## config.mk

```make
export PLATFORM = sky130hd
export DESIGN_NAME = ps2_frame_rx
export DESIGN_NICKNAME = d
export VERILOG_FILES = /design/src/rtl/ps2_frame_rx.sv
export SDC_FILE = /design/constraint.sdc
export NUM_CORES = 1
export LEC_CHECK = 0
export ABC_AREA = 1
export CAP_MARGIN = 20
export CORE_UTILIZATION = 44
export DETAILED_ROUTE_END_ITERATION = 16
export GPL_ROUTABILITY_DRIVEN = 0
export PLACE_DENSITY = 0.67
export SYNTH_ARGS = -nofsm -noshare
export SYNTH_HDL_FRONTEND = slang
export SYNTH_SLANG_ARGS = --single-unit
```

## constraint.sdc

```tcl
create_clock -name clk -period 2.9 [get_ports clk]
set_clock_uncertainty 0.15 [all_clocks]
set_input_delay 0.435 -clock clk [delete_from_list [all_inputs] [get_ports clk]]
set_output_delay 0.435 -clock clk [all_outputs]
set_load 0.01 [all_outputs]
```

## src/rtl/ps2_frame_rx.sv

```systemverilog
// ps2_frame_rx: PS/2 device-to-host frame receiver with FWFT byte FIFO; optional abort timer under PS2_TIMEOUT_EN
module ps2_frame_rx #(
  parameter int FIFO_AW = 2
`ifdef PS2_TIMEOUT_EN
  , parameter int TIMEOUT_CYCLES = 50_000
`endif
) (
  input  logic               clk,
  input  logic               rst_n,
  input  logic               ps2_clk_i,
  input  logic               ps2_data_i,
  input  logic               rd_en_i,
  output logic [7:0]         code_o,
  output logic               empty_o,
  output logic [FIFO_AW:0]   count_o,
  output logic               frame_err_o,
  output logic               overflow_o
);
  localparam int DEPTH = 2 ** FIFO_AW;
  typedef enum logic [1:0] {IDLE, DATA, PARITY, STOP} state_e;
  state_e             state_q;
  logic [2:0]         clk_sync_q;
  logic [1:0]         data_sync_q;
  logic [2:0]         bit_cnt_q;
  logic [7:0]         shift_q;
  logic               par_q;
  logic               frame_err_q;
  logic [7:0]         mem_q [DEPTH];
  logic [FIFO_AW-1:0] wptr_q;
  logic [FIFO_AW-1:0] rptr_q;
  logic [FIFO_AW:0]   count_q;
  logic               ovf_q;
  logic               fall;
  logic               bit_d;
  logic               good;
  logic               push;
  logic               bad;
  logic               to_hit;
  logic               pop;
  logic               full;
  logic               wr;
  assign fall  = clk_sync_q[2] & ~clk_sync_q[1];
  assign bit_d = data_sync_q[1];
  assign good  = bit_d & (^{shift_q, par_q});
  assign push  = fall && state_q == STOP && good;
  assign bad   = fall && state_q == STOP && !good;
  assign pop   = rd_en_i && count_q != '0;
  assign full  = count_q == (FIFO_AW+1)'(DEPTH);
  assign wr    = push && (!full || pop);
`ifdef PS2_TIMEOUT_EN
  localparam int TW = $clog2(TIMEOUT_CYCLES + 1);
  logic [TW-1:0] to_q;
  assign to_hit = !fall && state_q != IDLE && to_q == TW'(TIMEOUT_CYCLES);
  // Idle-time counter: restarts on every edge, runs only mid-frame
  always_ff @(posedge clk or negedge rst_n) begin
    if (!rst_n) to_q <= '0;
    else to_q <= (fall || state_q == IDLE) ? '0 : to_q + 1'b1;
  end
`else
  assign to_hit = 1'b0;
`endif
  // Two-stage synchronizers at the PS/2 idle level, third clock stage for edge detect
  always_ff @(posedge clk or negedge rst_n) begin
    if (!rst_n) begin
      clk_sync_q  <= 3'b111;
      data_sync_q <= 2'b11;
    end else begin
      clk_sync_q  <= {clk_sync_q[1:0], ps2_clk_i};
      data_sync_q <= {data_sync_q[0], ps2_data_i};
    end
  end
  // Deframing FSM: advances only on a detected falling edge of the PS/2 clock
  always_ff @(posedge clk or negedge rst_n) begin
    if (!rst_n) begin
      state_q     <= IDLE;
      bit_cnt_q   <= '0;
      shift_q     <= '0;
      par_q       <= 1'b0;
      frame_err_q <= 1'b0;
    end else begin
      frame_err_q <= bad | to_hit;
      if (to_hit) state_q <= IDLE;
      else if (fall) begin
        case (state_q)
          IDLE: if (!bit_d) begin
            state_q   <= DATA;
            bit_cnt_q <= '0;
          end
          DATA: begin
            shift_q   <= {bit_d, shift_q[7:1]};
            bit_cnt_q <= bit_cnt_q + 1'b1;
            if (bit_cnt_q == 3'd7) state_q <= PARITY;
          end
          PARITY: begin
            par_q   <= bit_d;
            state_q <= STOP;
          end
          default: state_q <= IDLE;
        endcase
      end
    end
  end
  // FIFO storage, written only when the byte is accepted
  always_ff @(posedge clk) begin
    if (wr) mem_q[wptr_q] <= shift_q;
  end
  // FIFO pointers, occupancy and sticky overflow
  always_ff @(posedge clk or negedge rst_n) begin
    if (!rst_n) begin
      wptr_q  <= '0;
      rptr_q  <= '0;
      count_q <= '0;
      ovf_q   <= 1'b0;
    end else begin
      wptr_q  <= wptr_q + FIFO_AW'(wr);
      rptr_q  <= rptr_q + FIFO_AW'(pop);
      count_q <= count_q + (FIFO_AW+1)'(wr) - (FIFO_AW+1)'(pop);
      ovf_q   <= ovf_q | (push & full & !pop);
    end
  end
  assign code_o      = count_q == '0 ? 8'h00 : mem_q[rptr_q];
  assign empty_o     = count_q == '0;
  assign count_o     = count_q;
  assign frame_err_o = frame_err_q;
  assign overflow_o  = ovf_q;
endmodule

```

==> results.sh, run 1 <==
export IMPL_status="finished, final reports clean"
export IMPL_num_io_pins=19
export IMPL_cp_end_kind="output pin"
export IMPL_slew_headroom_pct=60.72
export IMPL_syn_cell_area_um2=2629
export IMPL_hold_depth=0
export IMPL_final_setup_viol_count=0
export IMPL_seq_area_frac_synth_pct=63.45
export IMPL_grt_max_degree=29
export IMPL_post_cts_resize_count=0
export IMPL_dieArea_um2=6288
export IMPL_cts_tree="built"
export IMPL_core_area_um2=5642
export IMPL_ir_drop_uv=445.7
export IMPL_synth_async_reset_ratio_pct=46.67
export IMPL_post_route_min_period_ns=2.695
export IMPL_synth_area_leaders="edfxtp_1 (37%), dfrtp_1 (22%), nand2_1 (6.3%)"
export IMPL_hold_path_class="flip-flop to flip-flop"
export IMPL_vias_per_cell=4.815
export IMPL_p_per_area_nw_per_um2=1006
export IMPL_path_clk_slew_ns=0.06
export IMPL_fillers=468
export IMPL_path_max_fanout=18
export IMPL_area_growth_pct=19.66
export IMPL_cts_buffers=9
export IMPL_drc=0
export IMPL_crit_arrival_ns=2.11
export IMPL_drt_iter0_drc=55
export IMPL_post_drt_wl_per_cell_um=12.22
export IMPL_nets=290
export IMPL_synthCells=246
export IMPL_antenna_found_initial=0
export IMPL_slew_violations=0
export IMPL_fmax_ghz=0.3711
export IMPL_rr_worst_depth=16
export IMPL_die_height_um=79.30
export IMPL_detailedPlacementHpwl_mm=2.897
export IMPL_multi_input_area_um2=837.1
export IMPL_antenna_cells=0
export IMPL_rsz0062_at_grt="false"
export IMPL_grt_use_total_pct=15.97
export IMPL_fin_crit_sh_pct=92.92
export IMPL_fin_setup_tns_ns=0
export IMPL_cp_required_ns=2.32
export IMPL_final_hold_violation_count=0
export IMPL_p_leak_nw=1.303
export IMPL_grt_pass1_wl_mm=7.348
export IMPL_grt_overflow_total=0
export IMPL_hold_ws_ns=0.2072
export IMPL_yosys_area_top_type="edfxtp_1"
export IMPL_fin_area_um2=3146
export IMPL_ys_warn_count=0
export IMPL_tightest_slew_ns=0.5891
export IMPL_synth_distinct_cells=27
export IMPL_drive_gt1_share_pct=15.77
export IMPL_initial_core_util_pct=46.60
export IMPL_rows=27
export IMPL_grt_pass1_vias=1586
export IMPL_routed_via_count=1690
export IMPL_drt_total_wl_mm=4.289
export IMPL_synth_seq_cells=60
export IMPL_dr_pass1_iters=4
export IMPL_postRouteAntennaNets=0
export IMPL_cts_hold_buf=0
export IMPL_cts_htree_levels=3
export IMPL_cts_buffer_depth=2
export IMPL_cts_root_buf="clkbuf_8"
export IMPL_netlist_area_leader_share_pct=36.55
export IMPL_numPortBuffers=18
export IMPL_cts_sinks=60
export IMPL_synth_most_common_cell="nand2_1"
export IMPL_dpl_cell_area_um2=2907
export IMPL_insertion_delay_ns=0.33
export IMPL_die_w_um=79.30
export IMPL_maxCapViolCount=0
export IMPL_synthesis_nets=262
export IMPL_synthFlopType="edfxtp_1"
export IMPL_post_cts_buffers=0
export IMPL_ff_latch_area_um2=1668
export IMPL_worst_setup_path_type="flip-flop to output pin"
export IMPL_syn_avg_cell_area_um2=10.69
export IMPL_startpoint_type="flip-flop"
export IMPL_ys_top_cells_by_count="nand2_1 (44), nor2_1 (35), edfxtp_1 (32)"
export IMPL_synth_edff_count=32
==> layout by cell type, fill, tap and decap left out, drive strengths merged <==
cell type	instances
nand2	47
nor2	40
edfxtp	32
o21ai	30
inv	27
dfrtp	23
clkdlybuf4s50	18
ha	10
a21oi	10
clkbuf	9
nand3	7
dfstp	5
buf	4
bufinv	3
nor3	3
xnor2	3
clkinv	3
xor2	2
o31ai	1
fa	1
clkinvlp	1
==> registers in the layout, summed over array words and instances, names as in the netlist <==
name         flops
shift_q          8
par_q            1
data_sync_q      2
overflow_o       1
wptr_q           2
state_q          2
bit_cnt_q        3
count_o          3
frame_err_o      1
clk_sync_q       3
mem_q           32
rptr_q           2
==> worst max-delay path: stages, from the launching register on <==
cell and delay [ns]:
dfrtp_1 0.60, inv_2 0.30, o21ai_0 0.13, a21oi_1 0.19
clkdlybuf4s50_1 0.56
==> per-stage QoR <==
stage               instances  util [%]  setup slack, ns  total power, mW
CTS                       351     55.76           0.1892            3.200
global placement          335     51.52           0.2637            2.276
detailed placement        335     51.52           0.2029            2.305
global route              351     55.76          0.04056            3.392
floorplan                 246         -           0.4729            1.889
finish                    351     55.76           0.2052            3.164
==> area by class of cell <==
type                    instances  share of cell area, %
inverters                      27                  3.222
repair buffers                 22                  6.683
well taps                      72                  2.864
flip-flops and latches         60                  53.02
multi-input cells             154                  26.61
clock inverters                 7                  3.659
clock buffers                   9                  3.938
==> final timing paths <==
check                                      end  slack, ns     startpoint
worst min-delay path             clk_sync_q[1]       0.21  clk_sync_q[0]
worst max-delay path                 code_o[7]       0.21      rptr_q[0]
worst min register to register   clk_sync_q[1]       0.21  clk_sync_q[0]
min in group asynchronous         bit_cnt_q[2]       0.32          rst_n
worst max register to register      count_o[2]       0.30     shift_q[5]
max in group asynchronous       data_sync_q[0]       1.97          rst_n
==> cell families (layout without fill, tap and decap cells) <==
group | count (synthesis) | in the layout | synth area share (%)
compound gates | 41 | 41 | 8.044
xor+xnor | 5 | 5 | 1.952
fa+ha+maj | 11 | 11 | 5.521
buf+inv | 32 | 65 | 4.712
flops | 60 | 60 | 63.45
simple gates | 97 | 97 | 16.33
==> report_power, final <==
| group | leakage (nW) | switching, mW | internal [mW] |
|---|---|---|---|
| logic | 0.564 | 0.552 | 0.500 |
| clock network | 0.117 | 0.321 | 0.567 |
| registers | 0.622 | 0.173 | 1.05 |
| total | 1.30 | 1.05 | 2.12 |
==> routing by layer <==
metal  part of all wire (%)  track usage, %  vias up
met5                      0               0        -
met4                    2.2           7.636        0
met3                    3.6           4.138       10
met2                     49           27.07       29
met1                     45           18.84      786
li1                       -               -      865
No activity file was read; power rests on OpenSTA's default activity.
==> inputs of run 2 (changes only) <==
--- a/config.mk
+++ b/config.mk
@@ -11,6 +11,7 @@
 export DETAILED_ROUTE_END_ITERATION = 16
 export GPL_ROUTABILITY_DRIVEN = 0
 export PLACE_DENSITY = 0.67
+export SLEW_MARGIN = 25
 export SYNTH_ARGS = -nofsm -noshare
 export SYNTH_HDL_FRONTEND = slang
 export SYNTH_SLANG_ARGS = --single-unit
==> results of run 2 <==
Final layout, timing and power as in run 1 (identical DEF).
